## config.mk

```make
export PLATFORM = sky130hd
export DESIGN_NAME = regfile_wport_arbiter
export DESIGN_NICKNAME = d
export VERILOG_FILES = /design/src/rtl/regfile_wport_arbiter.sv
export SDC_FILE = /design/constraint.sdc
export NUM_CORES = 1
export LEC_CHECK = 0
export CAP_MARGIN = 20
export CORE_MARGIN = 2
export CORE_UTILIZATION = 42
export CTS_CLUSTER_DIAMETER = 200
export DETAILED_ROUTE_END_ITERATION = 6
export GPL_TIMING_DRIVEN = 1
export PLACE_DENSITY = 0.86
export SLEW_MARGIN = 40
export SYNTH_ARGS = -nofsm -noshare
export SYNTH_HDL_FRONTEND = slang
export SYNTH_SLANG_ARGS = --single-unit
```

## constraint.sdc

```tcl
create_clock -name clk -period 10.9 [get_ports clk]
set_input_delay 3.27 -clock clk [delete_from_list [all_inputs] [get_ports clk]]
set_output_delay 3.27 -clock clk [all_outputs]
set_load 0.05 [all_outputs]
```

## src/rtl/regfile_wport_arbiter.sv

```systemverilog
// Write-port arbiter for the GPR file: pipeline writeback versus one held
// long-latency result, with a forced drain when the held result starves.
module regfile_wport_arbiter #(
  parameter int unsigned DATA_W     = 32,
  parameter int unsigned ADDR_W     = 5,
  parameter int unsigned STARVE_MAX = 4
) (
  input  logic              clk,
  input  logic              rst,
  input  logic              wb_we,
  input  logic [ADDR_W-1:0] wb_waddr,
  input  logic [DATA_W-1:0] wb_wdata,
  input  logic              lu_valid,
  input  logic [ADDR_W-1:0] lu_waddr,
  input  logic [DATA_W-1:0] lu_wdata,
  output logic              lu_ready,
  input  logic              flush,
  output logic              rf_we,
  output logic [ADDR_W-1:0] rf_waddr,
  output logic [DATA_W-1:0] rf_wdata,
  output logic              stall_req,
  output logic              pend_busy
);

  localparam int unsigned CNT_W = 4;
  localparam logic [CNT_W-1:0] CNT_LAST = CNT_W'(STARVE_MAX - 1);
  localparam logic [CNT_W-1:0] CNT_SAT  = '1;

  typedef enum logic [1:0] {
    S_IDLE  = 2'd0,
    S_HELD  = 2'd1,
    S_FORCE = 2'd2
  } state_e;

  state_e            state_q, state_d;
  logic [ADDR_W-1:0] baddr_q, baddr_d;
  logic [DATA_W-1:0] bdata_q, bdata_d;
  logic [CNT_W-1:0]  cnt_q,   cnt_d;

  logic wb_active;
  logic accept;

  // Writes to r0 are architecturally dead: they neither reach the port nor block.
  assign wb_active = wb_we && (wb_waddr != '0);
  assign accept    = lu_valid && lu_ready;

  // State, buffer and starvation counter registers.
  always_ff @(posedge clk or posedge rst) begin
    if (rst) begin
      state_q <= S_IDLE;
      baddr_q <= '0;
      bdata_q <= '0;
      cnt_q   <= '0;
    end else begin
      state_q <= state_d;
      baddr_q <= baddr_d;
      bdata_q <= bdata_d;
      cnt_q   <= cnt_d;
    end
  end

  // Next-state: capture, drain, WAW kill, starvation escalation, flush.
  always_comb begin
    state_d = state_q;
    baddr_d = baddr_q;
    bdata_d = bdata_q;
    cnt_d   = cnt_q;
    unique case (state_q)
      S_IDLE: begin
        cnt_d = '0;
        if (accept && (lu_waddr != '0)) begin
          state_d = S_HELD;
          baddr_d = lu_waddr;
          bdata_d = lu_wdata;
        end
      end
      S_HELD: begin
        if (flush || !wb_active || (wb_waddr == baddr_q)) begin
          // Flushed, drained on a free port, or overwritten by the newer wb write.
          state_d = S_IDLE;
          cnt_d   = '0;
        end else if (cnt_q == CNT_LAST) begin
          state_d = S_FORCE;
        end else if (cnt_q != CNT_SAT) begin
          cnt_d = cnt_q + CNT_W'(1);
        end
      end
      S_FORCE: begin
        state_d = S_IDLE;
        cnt_d   = '0;
      end
      default: begin
        state_d = S_IDLE;
        cnt_d   = '0;
      end
    endcase
  end

  // Outputs: handshake, status decodes and the write-port mux.
  always_comb begin
    lu_ready  = 1'b0;
    stall_req = 1'b0;
    pend_busy = 1'b0;
    rf_we     = 1'b0;
    rf_waddr  = '0;
    rf_wdata  = '0;
    if (!rst) begin
      lu_ready  = (state_q == S_IDLE) && !flush;
      stall_req = (state_q == S_FORCE);
      pend_busy = (state_q != S_IDLE);
      if ((state_q == S_FORCE) && !flush) begin
        rf_we    = 1'b1;
        rf_waddr = baddr_q;
        rf_wdata = bdata_q;
      end else if (wb_active) begin
        rf_we    = 1'b1;
        rf_waddr = wb_waddr;
        rf_wdata = wb_wdata;
      end else if ((state_q == S_HELD) && !flush) begin
        rf_we    = 1'b1;
        rf_waddr = baddr_q;
        rf_wdata = bdata_q;
      end
    end
  end

endmodule

```

==> metrics.md <==
| Metric | Value |
|---|---|
| Avg WL per Cell | `roughly 16 µm` |
| Main synth FF type | `dfrtp_1` |
| Slew margin rel. | `0.5944` |
| Number of library cell types mapped by synthesis | `31` |
| GRT Residual Overflow | `0` |
| Via count of the routed design | `approximately 1.9k` |
| Area after DPL | `about 0.0034 mm²` |
| Initial antenna violation count | `0` |
| Min cycle time layout | `9703 ps` |
| Worst-Margin Slew | `roughly 600 ps` |
| Max clock buf depth | `2` |
| Max frequency | `between 0.1 and 0.15 GHz` |
| Syn avg cell area | `about 13 µm²` |
| Worst vdd ir | `0.08035 mV` |
| Most used cell, CP | `clkdlybuf4s50_1` |
| Clock Sinks | `43` |
| Crit end category | `primary output` |
| Critical path, cell by cell | `clkdlybuf4s50_1, or4_4, o211ai_2, nor4b_4, buf_4, a22o_1, clkdlybuf4s50_1` |
| Delay-heaviest family, CP | `buffers and inverters` |
| Crit path arrival time | `~6400 ps` |
| # diodes | `0` |
| First-pass GRT wire length | `around 10000 µm` |
| YS warnings | `0` |
| Crit-path slowest cell | `clkdlybuf4s50_1` |
| Setup Skew | `4.655 ps` |
| CP Launch Type | `input pin` |
| First drt pass iteration count | `4` |
| Drt first-iter violations | `56` |
| Seq/Total Area, Yosys | `0.4914` |
| Chip Height | `76.21 µm` |
| Final setup violation count | `0` |
| Die X-Extent | `76.21 µm` |
| Post-synth net total | `around 250` |
| Setup CP Type | `in2out` |
| HPWL Detailed | `around 4400 µm` |
| Gr usage total | `0.2128` |
| Post-synth ARST share | `1.000` |
| PwrDens | `approximately 120 mW/mm²` |
| Tcrit/Tclk final | `0.8902` |
| GP Congestion | `about 0.73` |
| Clock latency on the worst-skew pair | `about 290 ps` |
| EDFF count, synth | `0` |
| Mapped Area | `between 0.002 and 0.0025 mm²` |
| Root buf cell | `clkbuf_8` |
| Layout Nets | `372` |
| Setup TNS | `0 ps` |
| Hold crit path type | `reg2reg` |
| Worst-path fanout max | `27` |
| Vias in the first global route | `approximately 2.1k` |
| Clock Pin Slew Worst Setup and Hold Paths | `~80 ps` |
| Crit path buf inv count | `3` |
| Layout cells sized above 1 | `0.06485` |
| Largest stage delay, worst path | `810 ps` |
| Pin count of the biggest net entering global routing | `44` |
| Hold Fails Final Rpt | `0` |
| Initial core utilization | `0.4315` |
| Die area | `0.005807 mm²` |
| Routed vias/inst | `approximately 5.2` |
| Cells resized by post-CTS repair | `0` |
| Req. time, crit path | `approximately 7600 ps` |
| Outcome | `completed` |
| # port buffers | `119` |
| Core Util, Final | `0.6963` |
| Max Transition Viols Final | `0` |
| Final instance area | `between 0.003 and 0.004 mm²` |
| Static leakage | `roughly 1.4 nW` |
| # rows | `26` |
| Total CTS buffers | `5` |
| Total wire length | `between 5000 and 6000 µm` |
| CTS tree | `yes` |
| Unrepaired setup endpoints after global routing | `no` |
| Core area | `between 0.005 and 0.006 mm²` |
| CTS Hold Bufs | `0` |
| P&R area growth vs syn | `61.37%` |
| IO Count | `120` |
| Post-route DRC | `0` |
| MaxCap Viol Count | `0` |
| Yosys reg bits | `43` |
| Post-route ant nets | `0` |
| H-tree Lvls | `2` |
| Mapped Cells | `172` |
| Setup Buffers After CTS | `0` |
flip-flops by register name, indices dropped and copies added (netlist names):
name	cells
baddr_q	5
cnt_q	4
bdata_q	32
state_q	2
report_power, final:
part           internal [mW]  switching (mW)  leakage [nW]  total (mW)
Sequential             0.191          0.0193         0.522       0.210
Combinational         0.0618          0.0535         0.870       0.115
Clock                 0.0446          0.0552        0.0402      0.0997
cell families (layout without fill, tap and decap cells):
group,count (synthesis),after routing,synth area share
AOI/OAI and AO/OA,46,46,0.1766
DFF,43,43,0.4914
muxes,38,38,0.1949
and+or+nand+nor,24,24,0.06629
buffers and inverters,12,133,0.03314
xor gates and xnor gates,8,8,0.03200
adders and majority gates,1,1,0.005713
placed cells by master, fill, tap and decap left out, types with 2 or more instances in the layout:
| cell type | n |
|---|---|
| clkdlybuf4s50_1 | 119 |
| clkbuf_8 | 5 |
| buf_4 | 5 |
| xor2_1 | 5 |
| nand2_1 | 2 |
| nor3b_1 | 2 |
| dfrtp_1 | 43 |
| nor2_1 | 8 |
| clkinvlp_4 | 2 |
| nor3_1 | 2 |
| mux2_1 | 37 |
| nand3_1 | 2 |
| a22o_1 | 37 |
| a21oi_1 | 2 |
| xnor2_1 | 3 |
synth_stat cells, drive strengths merged, types with 2 or more instances:
| library cell | instances | area share |
|---|---|---|
| a21oi | 2 | 0.0046 |
| nand2 | 2 | 0.0034 |
| dfrtp | 43 | 0.49 |
| nor3b | 2 | 0.0069 |
| a22o | 37 | 0.15 |
| o21ai | 2 | 0.0046 |
| nand3 | 2 | 0.0046 |
| buf | 7 | 0.025 |
| nor2 | 8 | 0.014 |
| o211ai | 2 | 0.0091 |
| clkbuf | 4 | 0.0069 |
| xnor2 | 3 | 0.012 |
| nor3 | 3 | 0.0069 |
| or4 | 2 | 0.0086 |
| mux2 | 37 | 0.19 |
| xor2 | 5 | 0.020 |
routing by layer:
layer  share of wire  vias up  routed length [µm]  GRT usage
met1            0.41      911                2403     0.2564
met5               0        -                   0          0
met4           0.019        0                 113    0.06909
met3           0.064       12                 380    0.04976
li1                -      890                   -          -
met2            0.51       91                2998     0.3752
layout make-up:
cell class	count	area [µm²]
clock buffers	5	68.82
clock inverters	3	20.02
flip-flops and latches	43	1076
multi-input cells	117	1046
fillers	397	1541
well taps	70	87.58
repair buffers	124	1229
inverters	1	6.256
final timing paths:
check                            start  depth (start not counted)  slack (ps)      endpoint
setup / recovery           wb_waddr[1]                          7        1200  rf_wdata[10]
hold / removal             bdata_q[31]                          1         500   bdata_q[31]
setup reg to reg            state_q[1]                          4        9120   bdata_q[12]
hold reg to reg            bdata_q[31]                          1         500   bdata_q[31]
max in group asynchronous          rst                          2        6930   bdata_q[28]
min in group asynchronous          rst                          2        3610    state_q[0]
metrics by stage:
step                setup WS [ps]  instances  hold WS [ps]  power, mW
detailed placement           1168        355         482.2     0.3295
global placement             1201        355         474.4     0.3241
finish                       1197        363         496.1     0.4249
CTS                          1162        363         502.6     0.4308
floorplan                    2596        172         464.6     0.2744
global route                 1020        363         512.3     0.4463
Power figures use the tool's default switching activity.
